### config.mk
export PLATFORM = sky130hd
export DESIGN_NAME = cdb_arbiter
export DESIGN_NICKNAME = d
export VERILOG_FILES = /design/src/rtl/cdb_arbiter.sv
export SDC_FILE = /design/constraint.sdc
export NUM_CORES = 1
export LEC_CHECK = 0
export BUFFER_PORTS_ARGS = -buffer_cell sky130_fd_sc_hd__buf_4
export CORE_AREA = 4 4 136 138
export DETAILED_ROUTE_END_ITERATION = 8
export DIE_AREA = 0 0 140 142
export SLEW_MARGIN = 40
export SYNTH_ARGS = -nofsm -noshare
export SYNTH_HDL_FRONTEND = slang
export SYNTH_SLANG_ARGS = --single-unit
### constraint.sdc
create_clock -name clk -period 3.9 [get_ports clk]
set_input_delay 0.78 -clock clk [delete_from_list [all_inputs] [get_ports clk]]
set_output_delay 0.78 -clock clk [all_outputs]
set_load 0.03 [all_outputs]
### src/rtl/cdb_arbiter.sv
// cdb_arbiter: round-robin arbiter for the common data bus (CDB).
//
// Execution units present finished results on eu_req/eu_data/eu_ebr_mask. One live request
// per cycle wins and is captured into the CDB output register. The winner is broadcast one
// cycle later. Requests that lose are stalled through eu_stall and must hold their inputs.
// Requests and broadcasts under a mispredicted branch are squashed.
//
// Ports:
//   clk, rst           clock; synchronous active-high reset
//   late_flush         kills every request and the broadcast in the current cycle
//   eu_req             per-EU result valid
//   eu_data            per-EU payload, slice [i*DATA_W +: DATA_W]
//   eu_ebr_mask        per-EU branch mask, slice [i*EBR_W +: EBR_W]
//   eu_stall           per-EU backpressure (live but not granted)
//   bra_done           a branch resolves this cycle
//   bra_mispredict     the resolving branch mispredicted
//   bra_id             one-hot tag of the resolving branch
//   cdb_valid          broadcast valid (register, squashed combinationally)
//   cdb_data           broadcast payload
//   cdb_ebr_mask       broadcast branch mask with the resolving branch bit cleared
//   cdb_src            index of the EU being broadcast
module cdb_arbiter #(
    parameter int unsigned NUM_EU = 4,
    parameter int unsigned DATA_W = 64,
    parameter int unsigned EBR_W  = 4,
    localparam int unsigned SRC_W = (NUM_EU > 1) ? $clog2(NUM_EU) : 1
) (
    input  logic                     clk,
    input  logic                     rst,
    input  logic                     late_flush,
    input  logic [NUM_EU-1:0]        eu_req,
    input  logic [NUM_EU*DATA_W-1:0] eu_data,
    input  logic [NUM_EU*EBR_W-1:0]  eu_ebr_mask,
    output logic [NUM_EU-1:0]        eu_stall,
    input  logic                     bra_done,
    input  logic                     bra_mispredict,
    input  logic [EBR_W-1:0]         bra_id,
    output logic                     cdb_valid,
    output logic [DATA_W-1:0]        cdb_data,
    output logic [EBR_W-1:0]         cdb_ebr_mask,
    output logic [SRC_W-1:0]         cdb_src
);

    logic [NUM_EU-1:0] live;
    logic [NUM_EU-1:0] gnt_oh;
    logic              gnt_valid;
    logic [SRC_W-1:0]  gnt_idx;
    logic [EBR_W-1:0]  gnt_mask;

    logic              valid_q, valid_d;
    logic [SRC_W-1:0]  ptr_q, ptr_d;
    logic [DATA_W-1:0] data_q;
    logic [EBR_W-1:0]  mask_q;
    logic [SRC_W-1:0]  src_q;

    // Live requests: not killed by a mispredict, and nothing is live under flush or reset.
    always_comb begin
        live = '0;
        for (int i = 0; i < int'(NUM_EU); i++) begin
            live[i] = eu_req[i] & ~late_flush & ~rst
                      & ~(bra_done & bra_mispredict
                          & |(eu_ebr_mask[i*EBR_W +: EBR_W] & bra_id));
        end
    end

    // Round-robin search starting just after the last winner.
    always_comb begin
        int idx;
        logic [SRC_W-1:0] idx_w;
        gnt_valid = 1'b0;
        gnt_idx   = '0;
        gnt_oh    = '0;
        for (int k = 1; k <= int'(NUM_EU); k++) begin
            idx = int'(ptr_q) + k;
            if (idx >= int'(NUM_EU)) begin
                idx = idx - int'(NUM_EU);
            end
            idx_w = SRC_W'(idx);
            if (!gnt_valid && live[idx_w]) begin
                gnt_valid = 1'b1;
                gnt_idx   = idx_w;
            end
        end
        if (gnt_valid) begin
            gnt_oh[gnt_idx] = 1'b1;
        end
    end

    always_comb begin
        gnt_mask = eu_ebr_mask[gnt_idx*EBR_W +: EBR_W];
        if (bra_done) begin
            gnt_mask = gnt_mask & ~bra_id;
        end
    end

    assign eu_stall = live & ~gnt_oh;
    assign valid_d  = gnt_valid;
    assign ptr_d    = gnt_valid ? gnt_idx : ptr_q;

    always_ff @(posedge clk) begin
        if (rst) begin
            valid_q <= 1'b0;
            ptr_q   <= SRC_W'(NUM_EU - 1);
        end else begin
            valid_q <= valid_d;
            ptr_q   <= ptr_d;
        end
    end

    // Payload registers need no reset; they are ignored while valid_q is low.
    always_ff @(posedge clk) begin
        if (gnt_valid) begin
            data_q <= eu_data[gnt_idx*DATA_W +: DATA_W];
            mask_q <= gnt_mask;
            src_q  <= gnt_idx;
        end
    end

    // A branch resolving in the broadcast cycle still has to be reflected on the bus.
    assign cdb_ebr_mask = bra_done ? (mask_q & ~bra_id) : mask_q;
    assign cdb_valid    = valid_q & ~late_flush
                          & ~(bra_done & bra_mispredict & |(mask_q & bra_id));
    assign cdb_data     = data_q;
    assign cdb_src      = src_q;

endmodule

==> summary.txt, run 1 <==
Global routing
  • Grt ovf: 0
  • Number of antenna violations at the first check in global routing: 0
  • First-pass GRT wire length: 25500 um
  • Via count of the first global-routing pass: 4739
  • Pin count of the biggest net entering global routing: 68
  • Total GRT Usage: 16.2%

Critical path
  • Startpoint kind of the worst setup timing path: primary input
  • Endpoint type of the worst setup path: output pin
  • Data arrival, critical path: 2.58 ns
  • Reg2Reg Launch Point: ptr_q[1]
  • Required time of the critical path: ~3.1 ns
  • Path type of the worst setup path: in -> out
  • Reg-to-reg slack, setup: 1.53 ns
  • CP startpoint: bra_id[0]
  • Largest driver fanout on the critical path: 12

Synthesis
  • Most frequent cell after synthesis: mux2i_1
  • Top post-synthesis cells by count: 192 x mux2i_1, 70 x edfxtp_1, 11 x nand2_1, 10 x a22oi_1, 9 x a21oi_1
  • Net count after synthesis: between 600 and 700
  • Sequential share of the synthesized area: 44.0%
  • Number of flops mapped to enable cells by yosys: 70
  • Number of warning messages in the yosys log: 0
  • Proportion of netlist area held by the largest area contributor: 42.8%
  • Library cell occupying the most area in the post-synthesis netlist: edfxtp_1
  • Post-synthesis instance area: 4910 sq um
  • Top cells by area in the synthesized netlist: edfxtp_1 43%, mux2i_1 39%, buf_12 3.3%
  • Netlist cell types: 37
  • Flop and latch count out of synthesis: between 70 and 80
  • Average instance area after synthesis: 13.3 sq um
  • Top FF cell, synth: edfxtp_1
  • Share of async-settable or async-resettable flops after synthesis: 0%
  • Synthesized netlist cell count: 368

Clock tree
  • Root buffer cell: clkbuf_16
  • Clock tree sinks: 73
  • Number of hold-repair buffers added at the cts stage: 0
  • # Post-CTS Setup Buffers: 0
  • Count of H-tree levels built during CTS: 3
  • Clock latency on the worst-skew pair: 0.34 ns
  • Clock slew seen by the registers of the worst setup and hold paths: 0.06 ns
  • Clock buffer count from CTS: 9
  • # resized after CTS: 0
  • TritonCTS clock tree: done
  • Clock Tree Buf Depth: 2

STA
  • RSZ-0062 raised after global routing: no
  • Worst slew margin relative to its limit: a little over half
  • Number of hold violations in the final report: 0
  • Final period utilization: 86.1%
  • Highest clock frequency the design can meet: 0.298 GHz
  • Clock period minus final worst setup slack: approximately 3.4 ns
  • Accumulated negative setup slack: 0 ns
  • Final setup violating endpoints: 0
  • Number of pins with negative max-slew slack in the final report: 0
  • Worst-case clock skew: 0.00760 ns
  • Tightest Pin Transition: 0.715 ns

Cells and area
  • Antenna diode count: 0
  • NumNets Final: 1007
  • Layout area overhead: 62.9%
  • Proportion of layout cells with a drive suffix above 1: 52.8%
  • Filler-free cell count of the finished design: 952

Power
  • Power Density: 361 nW/um^2
  • Leakage power total: 4.08 nW
  • Worst VDD drop: 184 uV

Run status
  • Result of the run: completed

Place
  • Final Wtd Congestion: approximately 0.9
  • IO buf count: 359
  • Instance count after placement with tap cells included: approximately 940
  • Final HPWL DP: 14000 um

Route
  • Wirelength, routed: 17200 um
  • Drc violations: 0
  • Avg Vias per Cell: 4.65
  • Post-route ant nets: 0
  • Drt first-iter violations: 146
  • Wirelength per Cell: 18.0 um
  • Number of iterations in the first detailed-routing pass: 5
  • Routed via count: between 4000 and 5000

Floorplanning
  • Core area: 17200 sq um
  • Standard-cell rows: 48
  • Die W: 140 um
  • DIE HEIGHT: ~140 um
  • Starting utilization of the core area: 28.6%
  • Count of pins on the block boundary: 360
  • Total die area: around 20000 sq um

Worst hold path
  • Path type of the worst min-delay path: reg -> reg
  • Hold Crit Start: ptr_q[0]

Job
  • Max-cap viol count: 0
==> cell usage in the layout, fill, tap and decap left out, types with 3 or more instances in the layout <==
cell       synthesis  layout
clkbuf_16          0       9
mux2_1             4       4
a21oi_1            9       9
edfxtp_1          70      70
and2_1             5       5
nand2_1           11      11
mux2i_1          192     192
o21ai_0            4       4
o211a_1            4       4
buf_4              4     363
o311ai_0           4       4
a22oi_1           10      10
dfxtp_1            3       3
clkbuf_1           1       3
inv_1              7       6
==> per-layer routing <==
metal | global-route usage [%] | up-vias | share of wire, %
met5 | 0 | - | 0
met4 | 6.07 | 0 | 2.3
met3 | 4.00 | 25 | 8.4
met2 | 30.0 | 240 | 53
met1 | 17.9 | 2019 | 36
li1 | - | 2146 | -
==> stage by stage <==
| stage | area, sq um | power, W | hold slack, ns | utilization (%) | setup slack, ns |
|---|---|---|---|---|---|
| 2_1_floorplan | 4910 | 0.00164 | 0.467 | - | 0.530 |
| 3_3_place_gp | 7700 | 0.00204 | 0.525 | 44.8 | 0.664 |
| 3_5_place_dp | 7700 | 0.00206 | 0.513 | 44.8 | 0.543 |
| 4_1_cts | 8000 | 0.00294 | 0.534 | 46.6 | 0.567 |
| 5_1_grt | 8000 | 0.00304 | 0.560 | 46.6 | 0.377 |
| 6_report | 8000 | 0.00289 | 0.533 | 46.6 | 0.543 |
==> critical path, cell delays in order <==
cell      delay (ns)
buf_4           0.14
a22oi_1         0.20
a21o_1          0.22
nand3_1         0.15
nor3_1          0.17
a311o_1         0.42
clkinv_2        0.15
a21boi_1        0.16
buf_4           0.18
==> state kept, by name, indices dropped and copies added, names as in the netlist <==
signal / count
ptr_q: 2
mask_q: 4
valid_q: 1
cdb_src: 2
cdb_data: 64
==> worst paths after layout <==
| path | to | depth (start not counted) |
|---|---|---|
| worst max-delay path | eu_stall[2] | 9 |
| worst min-delay path | ptr_q[0] | 2 |
| worst max register to register | mask_q[0] | 7 |
| worst min register to register | ptr_q[0] | 2 |
==> kinds of logic after synthesis <==
kind of cell    Yosys count  share of synthesized area, %
compound gates           40                          6.60
mux                     196                          40.1
simple gates             28                          3.29
flops                    73                          44.0
buf+inv                  31                          6.01
==> report_power, final <==
part	leakage [nW]	switching (W)	total [W]	internal [W]
clock	0.146	0.000307	0.000864	0.000557
combinational	3.24	0.000519	0.00101	0.000490
sequential	0.696	0.0000304	0.00102	0.000989
total	4.08	0.000856	0.00289	0.00204
==> final cells by class <==
cell class / count / area, sq um
multi-input combinational: 264 / 2450
sequential: 73 / 2160
fill: 1622 / 9180
clock inverter: 4 / 67.6
tap: 225 / 282
inverter: 9 / 35.0
clock buffer: 12 / 236
timing repair buffer: 365 / 2770
No activity file was read; power rests on OpenSTA's default activity.
==> run 2, diff against run 1 <==
--- a/config.mk
+++ b/config.mk
@@ -7,6 +7,7 @@
 export LEC_CHECK = 0
 export BUFFER_PORTS_ARGS = -buffer_cell sky130_fd_sc_hd__buf_4
 export CORE_AREA = 4 4 136 138
+export CTS_BUF_LIST = sky130_fd_sc_hd__clkbuf_16
 export DETAILED_ROUTE_END_ITERATION = 8
 export DIE_AREA = 0 0 140 142
 export SLEW_MARGIN = 40
==> summary.txt, run 2 (synthesis gave the netlist of run 1 again) <==
Place
  • Instance count after placement with tap cells included: 936 (unchanged)
  • IO buf count: 359 (unchanged)
  • Final Wtd Congestion: 0.922 (unchanged)
  • Final HPWL DP: 14000 um (unchanged)

STA
  • Accumulated negative setup slack: 0 ns (unchanged)
  • RSZ-0062 raised after global routing: no
  • Number of pins with negative max-slew slack in the final report: 0 (unchanged)
  • Number of hold violations in the final report: 0 (unchanged)
  • Worst-case clock skew: 0.00764 ns (+0.0000410 ns)
  • Tightest Pin Transition: 0.715 ns (-0.000157 ns)
  • Highest clock frequency the design can meet: 0.298 GHz (+0.16%)
  • Final setup violating endpoints: 0 (unchanged)
  • Worst slew margin relative to its limit: 52.4% (about the same)
  • Final period utilization: 85.9% (-0.14 points)
  • Clock period minus final worst setup slack: 3.35 ns (-0.00530 ns)
  • Worst hold slack after final layout: 0.535 ns (+0.00190 ns)

Critical path
  • CP startpoint: bra_id[0]
  • Startpoint kind of the worst setup timing path: primary input
  • Endpoint type of the worst setup path: output pin
  • Reg2Reg Launch Point: ptr_q[1]
  • Required time of the critical path: 3.12 ns (about the same)
  • Path type of the worst setup path: in -> out
  • Data arrival, critical path: 2.57 ns (about the same)
  • Largest driver fanout on the critical path: 12 (unchanged)

Floorplanning
  • Standard-cell rows: 48 (unchanged)
  • Total die area: 19900 sq um (unchanged)
  • Core area: 17200 sq um (unchanged)
  • Count of pins on the block boundary: 360 (unchanged)
  • DIE HEIGHT: 142 um (unchanged)
  • Starting utilization of the core area: 28.6% (unchanged)
  • Die W: 140 um (unchanged)

Route
  • Wirelength per Cell: 18.0 um (unchanged)
  • Number of iterations in the first detailed-routing pass: 4 (-1)
  • Drc violations: 0 (unchanged)
  • Wirelength, routed: 17200 um (unchanged)
  • Drt first-iter violations: 135 (-7.5%)
  • Avg Vias per Cell: 4.64 (-0.34%)
  • Routed via count: 4415 (-0.34%)
  • Post-route ant nets: 0 (unchanged)

Clock tree
  • Clock Tree Buf Depth: 2 (unchanged)
  • Number of hold-repair buffers added at the cts stage: 0 (unchanged)
  • TritonCTS clock tree: done
  • Clock slew seen by the registers of the worst setup and hold paths: 0.06 ns (about the same)
  • Count of H-tree levels built during CTS: 3 (unchanged)
  • Clock tree sinks: 73 (unchanged)
  • Clock latency on the worst-skew pair: 0.34 ns (about the same)
  • Clock buffer count from CTS: 9 (unchanged)
  • # Post-CTS Setup Buffers: 0 (unchanged)
  • Root buffer cell: clkbuf_16
  • # resized after CTS: 0 (unchanged)

Global routing
  • Via count of the first global-routing pass: 4743 (+0.084%)
  • Grt ovf: 0 (unchanged)
  • Pin count of the biggest net entering global routing: 68 (unchanged)
  • First-pass GRT wire length: 25400 um (about the same)
  • Number of antenna violations at the first check in global routing: 0 (unchanged)
  • Total GRT Usage: 16.2% (-0.021 points)

Power
  • Internal Dissipation: 0.00203 W (-0.39%)
  • Clock power share: 29.7% (-0.2 points)
  • Portion of total power attributed to combinational logic: 35.0% (about the same)
  • Final Power: 0.00288 W (-0.23%)
  • Power Density: 361 nW/um^2 (-0.23%)
  • Switching power: 0.000857 W (+0.14%)
  • Sequential power share: 35.3% (about the same)
  • Worst VDD drop: 184 uV (about the same)
  • Net switching fraction of the power: 29.7% (+0.11 points)
  • Leakage power total: 4.09 nW (+0.30%)

Worst hold path
  • Hold Crit Start: ptr_q[0]
  • Path type of the worst min-delay path: reg -> reg

Cells and area
  • Layout area overhead: 62.9% (unchanged)
  • Post-layout utilization of the core: 46.6% (unchanged)
  • Antenna diode count: 0 (unchanged)
  • NumNets Final: 1007 (unchanged)
  • Leading cell type in the layout, fill and taps excluded: buf_4
  • Filler-free cell count of the finished design: 952 (unchanged)
  • Proportion of layout cells with a drive suffix above 1: 52.8% (unchanged)
  • Max FFs per register: 64 (unchanged)
  • Commonest cells after routing, fill and taps aside: 363 x buf_4, 192 x mux2i_1, 70 x edfxtp_1, 11 x nand2_1, 10 x a22oi_1

Run status
  • Result of the run: completed

Job
  • Max-cap viol count: 0 (unchanged)
[run 2: changes by cell type in the layout (fill, tap and decap cells not counted), sizes merged]
cell	delta
inv	+3
clkbuf	-3
[run 2: final timing paths]
check | end | slack, ns | depth (start not counted)
worst max-delay path | eu_stall[2] | 0.55 | 9
worst min-delay path | ptr_q[0] | 0.53 | 2
worst max register to register | mask_q[3] | 1.55 | 7
worst min register to register | ptr_q[0] | 0.53 | 2
[run 2: stage by stage]
| step | instance area, sq um | worst slack (ns) |
|---|---|---|
| 6_report | 8000 | 0.549 |
| 5_1_grt | 8000 | 0.377 |
| 4_1_cts | 8000 | 0.567 |
| 3_5_place_dp | 7700 | 0.543 |
| 3_3_place_gp | 7700 | 0.664 |
| 2_1_floorplan | 4910 | 0.530 |
[run 2: critical path: stages]
cell and delay [ns]:
buf_4 0.14, a22oi_1 0.19, a21o_1 0.22, nand3_1 0.15, nor3_1 0.17, a311o_1 0.43, clkinv_2 0.15, a21boi_1 0.16
buf_4 0.18
[run 2: layout make-up]
| class | instances | area [sq um] |
|---|---|---|
| clock buffers | 9 | 225 |
| clock inverters | 7 | 78.8 |
| fillers | 1622 | 9180 |
| inverters | 9 | 35.0 |
| multi-input cells | 264 | 2450 |
| flip-flops and latches | 73 | 2160 |
| well taps | 225 | 282 |
| repair buffers | 365 | 2770 |
[run 2: power by group through the flow]
stage / Sequential (W) / Combinational [W] / Clock, W
2_1_floorplan: 0.00119 / 0.000448 / 0
3_3_place_gp: 0.00103 / 0.00101 / 0
3_5_place_dp: 0.00103 / 0.00102 / 0
4_1_cts: 0.00102 / 0.00102 / 0.000887
5_1_grt: 0.00103 / 0.00108 / 0.000922
6_report: 0.00102 / 0.00101 / 0.000857
[run 2: routing by layer]
layer | vias up | wire [um] | global-route usage, %
met4 | 0 | 388 | 6.07
met2 | 224 | 9080 | 30.0
li1 | 2145 | - | -
met1 | 2021 | 6340 | 17.8
met3 | 25 | 1370 | 4.00
met5 | - | 0 | 0
